<file path="config.mk">
export PLATFORM = sky130hd
export DESIGN_NAME = note_detector
export DESIGN_NICKNAME = d
export VERILOG_FILES = /design/src/rtl/note_pkg.sv /design/src/rtl/period_classifier.sv /design/src/rtl/note_detector.sv
export SDC_FILE = /design/constraint.sdc
export NUM_CORES = 1
export LEC_CHECK = 0
export ABC_CLOCK_PERIOD_IN_PS = 4200
export CAP_MARGIN = 20
export CELL_PAD_IN_SITES_DETAIL_PLACEMENT = 0
export CELL_PAD_IN_SITES_GLOBAL_PLACEMENT = 1
export CORE_MARGIN = 10
export CORE_UTILIZATION = 40
export DETAILED_ROUTE_END_ITERATION = 8
export PLACE_DENSITY_LB_ADDON = 0.12
export SETUP_SLACK_MARGIN = 0.05
export SKIP_CTS_REPAIR_TIMING = 1
export SLEW_MARGIN = 20
export SYNTH_ARGS = -nofsm -noshare
export SYNTH_HDL_FRONTEND = slang
export SYNTH_SLANG_ARGS = --single-unit
</file>
<file path="constraint.sdc">
create_clock -name clk_50MHz -period 4.2 [get_ports clk_50MHz]
set_input_delay 0.84 -clock clk_50MHz [delete_from_list [all_inputs] [get_ports clk_50MHz]]
set_output_delay 0.84 -clock clk_50MHz [all_outputs]
set_load 0.005 [all_outputs]
</file>
<file path="src/rtl/note_pkg.sv">
// Shared timing constants and note table for the tone detector and tone generators.
package note_pkg;

  localparam int unsigned CLK_FREQ  = 50_000_000;
  localparam int unsigned TIMEOUT   = CLK_FREQ / 200;   // 5 ms without an edge
  localparam int unsigned MS_DIV    = CLK_FREQ / 1000;  // clocks per millisecond
  localparam int unsigned PERIOD_W  = 18;
  localparam int unsigned LEN_W     = 12;
  localparam int unsigned NUM_NOTES = 7;

  typedef enum logic [2:0] {
    NOTE_NONE = 3'd0,
    NOTE_F    = 3'd1,
    NOTE_GS   = 3'd2,
    NOTE_A    = 3'd3,
    NOTE_CH   = 3'd4,
    NOTE_EH   = 3'd5,
    NOTE_FH   = 3'd6
  } note_t;

  // +/-1 % acceptance window around a nominal period
  function automatic int unsigned win_min(input int unsigned nom);
    return nom - nom / 100;
  endfunction

  function automatic int unsigned win_max(input int unsigned nom);
    return nom + nom / 100;
  endfunction

  // Full tone period in clocks, indexed by note_t
  localparam int unsigned PERIOD_NOM [NUM_NOTES] =
    '{0, 143266, 120482, 113636, 95602, 75872, 71633};

  localparam int unsigned PERIOD_MIN [NUM_NOTES] = '{
    0, win_min(PERIOD_NOM[1]), win_min(PERIOD_NOM[2]), win_min(PERIOD_NOM[3]),
    win_min(PERIOD_NOM[4]), win_min(PERIOD_NOM[5]), win_min(PERIOD_NOM[6])};

  localparam int unsigned PERIOD_MAX [NUM_NOTES] = '{
    0, win_max(PERIOD_NOM[1]), win_max(PERIOD_NOM[2]), win_max(PERIOD_NOM[3]),
    win_max(PERIOD_NOM[4]), win_max(PERIOD_NOM[5]), win_max(PERIOD_NOM[6])};

endpackage

</file>
<file path="src/rtl/period_classifier.sv">
// Combinational lookup: measured period in clocks -> note code (NOTE_NONE if no window matches).
module period_classifier
  import note_pkg::*;
#(
  // Divides every window by 2**PERIOD_SHIFT; 0 on real hardware
  parameter int unsigned PERIOD_SHIFT = 0
) (
  input  logic [PERIOD_W-1:0] period,
  output note_t               code
);

  // Windows are disjoint, so at most one note can match
  always_comb begin
    code = NOTE_NONE;
    for (int unsigned i = 1; i < NUM_NOTES; i++) begin
      if (32'(period) >= (PERIOD_MIN[i] >> PERIOD_SHIFT) &&
          32'(period) <= (PERIOD_MAX[i] >> PERIOD_SHIFT))
        code = note_t'(i[2:0]);
    end
  end

endmodule

</file>
<file path="src/rtl/note_detector.sv">
// Detects which note is on the speaker line, reports lock/unlock pulses and note length in ms.
module note_detector
  import note_pkg::*;
#(
  parameter int unsigned PERIOD_SHIFT = 0,
  parameter int unsigned MS_DIV_CLKS  = MS_DIV
) (
  input  logic                 clk_50MHz,
  input  logic                 rst,
  input  logic                 tone_in,
  output logic [2:0]           note_code,
  output logic                 note_valid,
  output logic                 note_start,
  output logic                 note_done,
  output logic [LEN_W-1:0]     note_len_ms
);

  typedef enum logic [1:0] {SILENT, ACQUIRE, LOCKED} state_t;

  localparam logic [PERIOD_W-1:0] PERIOD_SAT  = '1;
  localparam logic [PERIOD_W-1:0] TIMEOUT_CNT = PERIOD_W'(TIMEOUT >> PERIOD_SHIFT);
  localparam logic [15:0]         PRESC_LAST  = 16'(MS_DIV_CLKS - 1);

  logic [2:0]          sync_q;
  logic                tone_d_q;
  logic                tone_rise;
  logic [PERIOD_W-1:0] period_q;
  logic [PERIOD_W-1:0] measured;
  logic                timeout;
  note_t               cls;

  state_t              state_q, state_d;
  note_t               cand_q, cand_d;
  note_t               code_q, code_d;
  logic                mis_q, mis_d;
  logic                valid_q, valid_d;
  logic                start_q, start_d;
  logic                done_q, done_d;
  logic [15:0]         presc_q, presc_d;
  logic [LEN_W-1:0]    len_q, len_d;

  // Three-flop synchroniser plus a delayed copy for rising-edge detection
  always_ff @(posedge clk_50MHz) begin
    if (rst) begin
      sync_q   <= '0;
      tone_d_q <= 1'b0;
    end else begin
      sync_q   <= {sync_q[1:0], tone_in};
      tone_d_q <= sync_q[2];
    end
  end

  assign tone_rise = sync_q[2] & ~tone_d_q;

  // Clocks since the last rising edge, saturating
  always_ff @(posedge clk_50MHz) begin
    if (rst)
      period_q <= '0;
    else if (tone_rise)
      period_q <= '0;
    else if (period_q != PERIOD_SAT)
      period_q <= period_q + 1'b1;
  end

  // The edge cycle itself belongs to the period it closes
  assign measured = (period_q == PERIOD_SAT) ? PERIOD_SAT : period_q + 1'b1;
  assign timeout  = (period_q == TIMEOUT_CNT) && !tone_rise;

  period_classifier #(.PERIOD_SHIFT(PERIOD_SHIFT)) u_classifier (
    .period (measured),
    .code   (cls)
  );

  // FSM and output registers
  always_ff @(posedge clk_50MHz) begin
    if (rst) begin
      state_q <= SILENT;
      cand_q  <= NOTE_NONE;
      code_q  <= NOTE_NONE;
      mis_q   <= 1'b0;
      valid_q <= 1'b0;
      start_q <= 1'b0;
      done_q  <= 1'b0;
      presc_q <= '0;
      len_q   <= '0;
    end else begin
      state_q <= state_d;
      cand_q  <= cand_d;
      code_q  <= code_d;
      mis_q   <= mis_d;
      valid_q <= valid_d;
      start_q <= start_d;
      done_q  <= done_d;
      presc_q <= presc_d;
      len_q   <= len_d;
    end
  end

  // Next-state logic; code/valid drop one cycle after note_done so the done cycle still shows the ended note
  always_comb begin
    state_d = state_q;
    cand_d  = cand_q;
    code_d  = code_q;
    mis_d   = mis_q;
    valid_d = valid_q;
    start_d = 1'b0;
    done_d  = 1'b0;
    presc_d = presc_q;
    len_d   = len_q;

    if (done_q) begin
      code_d  = NOTE_NONE;
      valid_d = 1'b0;
    end

    if (state_q == LOCKED) begin
      if (presc_q == PRESC_LAST) begin
        presc_d = '0;
        if (len_q != '1)
          len_d = len_q + 1'b1;
      end else begin
        presc_d = presc_q + 1'b1;
      end
    end

    unique case (state_q)
      SILENT: begin
        if (tone_rise) begin
          state_d = ACQUIRE;
          cand_d  = NOTE_NONE;
        end
      end
      ACQUIRE: begin
        if (tone_rise) begin
          if (cls != NOTE_NONE && cls == cand_q) begin
            state_d = LOCKED;
            code_d  = cls;
            valid_d = 1'b1;
            start_d = 1'b1;
            mis_d   = 1'b0;
            presc_d = '0;
            len_d   = '0;
          end else begin
            cand_d = cls;
          end
        end else if (timeout) begin
          state_d = SILENT;
        end
      end
      LOCKED: begin
        if (tone_rise) begin
          if (cls == code_q) begin
            mis_d = 1'b0;
          end else if (mis_q) begin
            done_d  = 1'b1;
            state_d = ACQUIRE;
            cand_d  = cls;
            mis_d   = 1'b0;
          end else begin
            mis_d = 1'b1;
          end
        end else if (timeout) begin
          done_d  = 1'b1;
          state_d = SILENT;
          mis_d   = 1'b0;
        end
      end
      default: state_d = SILENT;
    endcase
  end

  assign note_code   = code_q;
  assign note_valid  = valid_q;
  assign note_start  = start_q;
  assign note_done   = done_q;
  assign note_len_ms = len_q;

endmodule
</file>
== Yosys cells after proc, flatten, opt, wreduce, memory -nomap -nowiden ==
Cells that the tools add are included.

* Add/subtract/negate cells: 3
* $lt $le $gt $ge: 12
* Equal/unequal tests: 20
* Mux-type cells: 53
* Bitwise operators: 5
* Reduce and logical (&&, ||, !) cells: 19

{| class="wikitable"
|+ Operators with widths
! operator !! count
|-
| $ge A18 B17 Y1 const B || 5
|-
| $le A18 B17 Y1 const B || 5
|-
| $mux W16 || 5
|-
| $mux W12 || 6
|-
| $mux W3 || 13
|-
| $eq A18 B18 Y1 const B || 2
|-
| $add A18 B1 Y18 const B || 1
|-
| $ge A18 B18 Y1 const B || 1
|-
| $le A18 B18 Y1 const B || 1
|-
| $mux W18 || 1
|-
| $mux W2 || 9
|-
| $ne A18 B18 Y1 const B || 1
|-
| $add A16 B1 Y16 const B || 1
|-
| $eq A16 B16 Y1 const B || 1
|-
| $mux W1 || 16
|-
| $ne A2 B2 Y1 const B || 7
|-
| $add A12 B1 Y12 const B || 1
|-
| $ne A12 B12 Y1 const B || 1
|-
| $ne A3 B3 Y1 const B || 4
|-
| $pmux W3 S3 || 1
|-
| $logic_and A1 B1 Y1 || 8
|-
| $reduce_and A4 Y1 || 2
|-
| $reduce_and A7 Y1 || 1
|-
| $eq A3 B3 Y1 || 2
|-
| other kinds (12) || 17
|}

* Register bits: 62
* Input bits: 3
* Output and inout port bits: 18
* Word-level logic and storage cells: 124

== Longest topological paths before layout ==
* Depth after elaboration: 15
* Depth in mapped cells: 19
* Depth with buffers taken out: 14

== Hierarchy ==
A second synthesis with hierarchy kept.

* Cells, all modules: 492
* Area total of the unflattened synthesis: 3901.2 um2

{| class="wikitable"
|+ By module, submodules not included
! module !! times used !! cells each !! area an instance (um2) !! sequential area each (um2)
|-
| note_detector || 1 || 366 || 3133.0 || 1241.2
|-
| period_classifier || 1 || 126 || 768.2 || 0.0
|}

== Worst setup path after synthesis ==
Ideal clock, no wire load.

* Kind: register -> register
* Start point: reg period_q[1]
* End point: reg presc_q[10]
* Setup time: 117 ps
* Arrival time: 3875 ps
* Data required time: 4083 ps
* Slack: 208 ps
* Cell stages (with the launch flop): 19
* Buffers on the path: 5
* Period minus slack after synthesis: 3992 ps
* Cells stage by stage: dfxtp_1 clkbuf_1 clkbuf_1 inv_1 ha_1 clkbuf_1 o32a_1 o311ai_0 a311oi_1 o31ai_1 a211oi_2 a211oi_1 xnor2_1 or2_1 or2_1 buf_2 nand3_2 buf_2 nor2_1

* Word-level cells in the longest chain between the ends: 15
* Elaborated cells between the ends (all ways): 33
* Those cells by class: add/sub: 1; order compare: 12; eq/ne: 2; mux: 10; reduce/logical: 8

{| class="wikitable"
|+ RTL lines
! what !! line !! RTL
|-
| from (decl) || note_detector.sv:27 || <nowiki>logic [PERIOD_W-1:0] period_q;</nowiki>
|-
| from (signal assigned) || note_detector.sv:62 || <nowiki>period_q <= period_q + 1'b1;</nowiki>
|-
| $add A18 B1 Y18 / $eq A18 B18 Y1 (equally long branches) || note_detector.sv:66 || <nowiki>assign measured = (period_q == PERIOD_SAT) ? PERIOD_SAT : period_q + 1'b1;</nowiki>
|-
| $mux W18 (*) || note_detector.sv:66 ||
|-
| $ge A18 B18 Y1 / $le A18 B18 Y1 (equally long branches) || period_classifier.sv:16, period_classifier.sv:17 ||
|-
| $logic_and A1 B1 Y1 || period_classifier.sv:16 || <nowiki>if (32'(period) >= (PERIOD_MIN[i] >> PERIOD_SHIFT) &&</nowiki>
|-
| $mux W1 || period_classifier.sv:16 ||
|-
| $mux W2 (2 in series) || period_classifier.sv:16 ||
|-
| $mux W3 (2 in series) || period_classifier.sv:16 ||
|-
| $mux W3 (*) || period_classifier.sv:16 ||
|-
| $eq A3 B3 Y1 / $reduce_bool A3 Y1 (equally long branches) || note_detector.sv:135 || <nowiki>if (cls != NOTE_NONE && cls == cand_q) begin</nowiki>
|-
| $logic_and A1 B1 Y1 (*) || note_detector.sv:135 ||
|-
| $mux W16 (*) || note_detector.sv:135 ||
|-
| $mux W16 (*) || note_detector.sv:134 || <nowiki>if (tone_rise) begin</nowiki>
|-
| $mux W16 (*) || note_detector.sv:126 || <nowiki>unique case (state_q)</nowiki>
|-
| to (signal assigned) || note_detector.sv:94 || <nowiki>presc_q <= presc_d;</nowiki>
|-
| to (decl) || note_detector.sv:39 || <nowiki>logic [15:0] presc_q, presc_d;</nowiki>
|}

Every way passes the cells marked *; elsewhere a longest branch is shown, timed or not.
A chain may end at the register's enable or synchronous reset.

== Final worst setup path ==
* Start point: reg period_q[1]
* End point: reg cand_q[1]

* Word-level cells in the longest chain between the ends: 14
* Elaborated cells between the ends (all ways): 40
* Those cells by class: add/sub: 1; order compare: 12; eq/ne: 5; mux: 13; reduce/logical: 9

{| class="wikitable"
|+ RTL lines
! what !! line !! RTL
|-
| $add A18 B1 Y18 / $eq A18 B18 Y1 (equally long branches) || note_detector.sv:66 ||
|-
| $mux W18 (*) || note_detector.sv:66 ||
|-
| $ge A18 B18 Y1 / $le A18 B18 Y1 (equally long branches) || period_classifier.sv:16, period_classifier.sv:17 ||
|-
| $logic_and A1 B1 Y1 || period_classifier.sv:16 ||
|-
| $mux W1 || period_classifier.sv:16 ||
|-
| $mux W2 (2 in series) || period_classifier.sv:16 ||
|-
| $mux W3 (2 in series) || period_classifier.sv:16 ||
|-
| $mux W3 (*) || period_classifier.sv:16 ||
|-
| $eq A3 B3 Y1 / $reduce_bool A3 Y1 (equally long branches) || note_detector.sv:135 ||
|-
| $logic_and A1 B1 Y1 || note_detector.sv:135 ||
|-
| $ne A2 B2 Y1 (no line) || -- ||
|-
| $reduce_and A7 Y1 (no line) || -- ||
|-
| to (signal assigned) || note_detector.sv:88 || <nowiki>cand_q <= cand_d;</nowiki>
|-
| to (decl) || note_detector.sv:33 || <nowiki>note_t cand_q, cand_d;</nowiki>
|}

Every way passes the cells marked *; elsewhere a longest branch is shown, timed or not. The select of a mux whose other input is x is not followed.

==> flow_summary.ini <==
[status]
status = finished clean

[timing]
period_minus_slack_ns = 3.96
worst_pin_slew_ns = 0.851
drv_slew = 0
finalCritPeriodShare_pct = 94.2
slew_headroom_pct = 43.1
skew_ns = 0.00361
setup_viol = 0
hold_viol = 0
rsz0062_at_grt = no
max_freq_mhz = 253
hold_slack_ns = 0.444
final.setup.tns_ns = 0

[worst_setup_path]
crit_chain = ha_2 -> buf_12 -> a21bo_2 -> buf_4 -> o31a_1 -> o21a_1 -> o2111ai_1 -> a2111oi_2 -> buf_4 -> a41oi_1 -> nand2_1 -> xnor2_1 -> a41o_1 -> or4b_1 -> a21oi_1
cp-start-kind = register
worstSetupPathType = reg -> reg
critPathMaxStageDelay_ns = 0.52
end_kind = register
critPathTopFamily = compound AO/OA/AOI/OAI gates
timing.critical_path.mode_cell = buf_4
cp.required_ns = 4.47
worst-path-buf-inv = 3
cp_data_arrival_time_ns = 4.23
cp_max_fo = 28
worst_path_max_delay_cell = or4b_1

[clock_network]
cts_max_level = 3
clk_latency_ns = 0.35
cts_buffer_depth = 2
cts_tree = yes
clk_pin_slew_ns = 0.06
numCtsBuffers = 9
numClockSinks = 62
clockRootBuffer = clkbuf_16

[yosys]
synth_seq_area_share_pct = 26.9
synth_compound_area_share_pct = 20.5
avgSynthCellArea_sq_um = 7.59
synth_cell_types = 79
synthMuxAreaShare_pct = 2.47
synth_xor_xnor_area_share_pct = 8.91
synth_edf_count = 0
synth-simple-area-share_pct = 34.3
synth_top_flop_cell = dfxtp_1
synthCells = 607
synth_top_family_by_area = simple AND/OR/NAND/NOR gates
post_synth_fa_ha_maj_area_fraction_pct = 2.17
syn-num-nets = 618
syn_area_sq_um = 4610
ys_async_sr_fraction_pct = 0
synth-seq-cells = 62
synth-warning-count = 0

[floorplanning]
start_util_pct = 40.5
die_y_microns = 127
core_area_sq_um = 11400
row_count = 39
dieArea_sq_um = 16200
die_x_microns = 127
io_pins = 21

[global_routing]
grt_overflow = 0
grt_pass1_vias = 4720
grt_pass1_wl_microns = 24500
grt_max_degree = 29
antenna_found_initial = 0
grt.total_usage_pct = 18.6

[power]
internal_power_uw = 1080
p_sw_uw = 431
total_power_uw = 1510
ir_drop_mv = 0.179
p_per_area_nw_per_um2 = 259
clock_power_share_pct = 48.2
pwr-share-comb_pct = 11.7
leakage_uw = 0.00206
switching_share_pct = 28.6
seqPwrFrac_pct = 40.1

[placement]
hpwlAfterDp_microns = 11500
place.gp.congestion = 0.943
dpl_cell_area_sq_um = 5370
io_buffers = 20

[route]
via_per_inst = 5.99
first_iter_violations = 498
routed-wl-met2_microns = 7370
vias = 4894
ant_nets = 0
drc = 0
routed-wl-met3_microns = 789
met1_length_microns = 6460
wirelength_microns = 15300
top_layer_used = met4
wl_per_cell_microns = 18.8
firstDrtPassIters = 6

[job]
maxCapViolCount = 0

[finish]
nets = 680
diodes = 0
layout-drive-gt1-share_pct = 21.2
finalInstanceArea_sq_um = 5820
syn_to_final_growth_pct = 26.3

[min_path]
hp-class = reg -> reg
[worst paths after layout]
| kind | cells past startpoint | from | to | slack (ns) |
|---|---|---|---|---|
| worst max-delay path | 15 | period_q[1] | cand_q[1] | 0.24 |
| worst min-delay path | 1 | sync_q[1] | sync_q[2] | 0.44 |
| worst max register to register | 15 | period_q[1] | cand_q[1] | 0.24 |
| worst min register to register | 1 | sync_q[1] | sync_q[2] | 0.44 |
[cell usage in the layout, fill, tap and decap left out, types with 4 or more instances in the layout]
| cell | Yosys | layout |
|---|---|---|
| a211oi_1 | 6 | 5 |
| a21oi_1 | 32 | 32 |
| a31o_2 | 4 | 4 |
| a31oi_1 | 12 | 10 |
| a41oi_1 | 4 | 4 |
| and3_1 | 10 | 9 |
| and4_1 | 8 | 7 |
| buf_4 | 1 | 70 |
| clkbuf_16 | 0 | 9 |
| clkdlybuf4s50_1 | 0 | 20 |
| dfxtp_1 | 62 | 55 |
| dfxtp_2 | 0 | 7 |
| ha_1 | 8 | 7 |
| inv_1 | 11 | 11 |
| mux2i_1 | 8 | 7 |
| nand2_1 | 49 | 48 |
| nand2b_1 | 12 | 12 |
| nand3_1 | 22 | 21 |
| nand4_1 | 26 | 26 |
| nand4b_1 | 4 | 4 |
| nor2_1 | 75 | 74 |
| nor2b_1 | 15 | 15 |
| nor3_1 | 24 | 21 |
| nor4_1 | 7 | 6 |
| o211ai_1 | 5 | 5 |
| o21a_1 | 5 | 5 |
| o21ai_0 | 22 | 22 |
| or3_1 | 7 | 7 |
| or4_1 | 5 | 4 |
| xnor2_1 | 25 | 25 |
| xor2_1 | 20 | 18 |
[power by group through the flow]
stage | clock, uW | sequential, uW | combinational (uW)
finish | 727 | 605 | 177
global placement | 0 | 617 | 166
CTS | 739 | 605 | 168
global route | 764 | 607 | 194
detailed placement | 0 | 618 | 167
floorplan | 0 | 615 | 106
[through the flow]
| step | utilization (%) | setup slack, ns | instances |
|---|---|---|---|
| after floorplan | - | 0.208 | 607 |
| after global placement | 47.2 | 0.0391 | 800 |
| after detailed placement | 47.2 | -0.196 | 800 |
| after CTS | 49.7 | -0.232 | 816 |
| after global routing | 51.2 | 0.0302 | 817 |
| final | 51.2 | 0.243 | 817 |
[registers in the layout, indices dropped and copies added (netlist names), 2 cells and up]
register,flops
note_len_ms,12
period_q,18
state_q,2
cand_q,3
presc_q,16
sync_q,3
note_code,3
[worst reg2reg max path, delay by kind of cell, from the launching register on]
kind / cells / cell delay, ns
compound gates: 8 / 1.96
simple gates: 2 / 0.68
buf+inv: 3 / 0.50
flops: 1 / 0.36
fa+ha+maj: 1 / 0.22
xor+xnor: 1 / 0.17
[cell type report]
class / instances / area (sq um)
Clock buffer: 9 / 225
Fill cell: 1091 / 5550
Clock inverter: 7 / 57.6
Inverter: 11 / 41.3
Tap cell: 143 / 179
Timing Repair Buffer: 92 / 766
Sequential cell: 62 / 1250
Multi-Input combinational cell: 493 / 3300
[layer usage]
layer | global-route usage (%) | up-vias
met1 | 21.9 | 2318
met3 | 3.47 | 47
li1 | - | 2363
met5 | 0 | -
met2 | 30.3 | 166
met4 | 12.3 | 0
[synth_stat cells (all sizes together), types with 4 or more instances]
library cell	number	share of area, %
nor2	75	6.1
dfxtp	62	27
nand2	50	4.1
a21oi	32	3.5
nand4	27	4.0
nor3	25	2.8
xnor2	25	4.8
nand3	24	2.8
o21ai	24	2.6
buf	21	2.2
xor2	21	4.2
clkbuf	20	1.7
nor2b	15	2.0
a31oi	12	1.6
nand2b	12	1.6
inv	11	0.90
and3	10	1.4
nor4	10	2.0
and4	8	1.5
ha	8	2.2
mux2i	8	1.7
a211oi	7	1.2
or3	7	0.95
and2	5	0.68
o211ai	5	0.81
o21a	5	0.81
or4	5	0.81
a311oi	4	0.76
a31o	4	0.76
a41oi	4	0.76
nand4b	4	0.76
or2	4	0.54
[cells by family (layout without fill, tap and decap cells)]
logic type | after synthesis | after routing
AO/OA/AOI/OAI | 136 | 136
XOR/XNOR | 46 | 46
adder cells (fa/ha/maj) | 8 | 8
buffers and inverters | 52 | 119
flip-flops | 62 | 62
multiplexers | 11 | 11
AND/OR/NAND/NOR | 292 | 292
(Power assumes the default switching activity.)
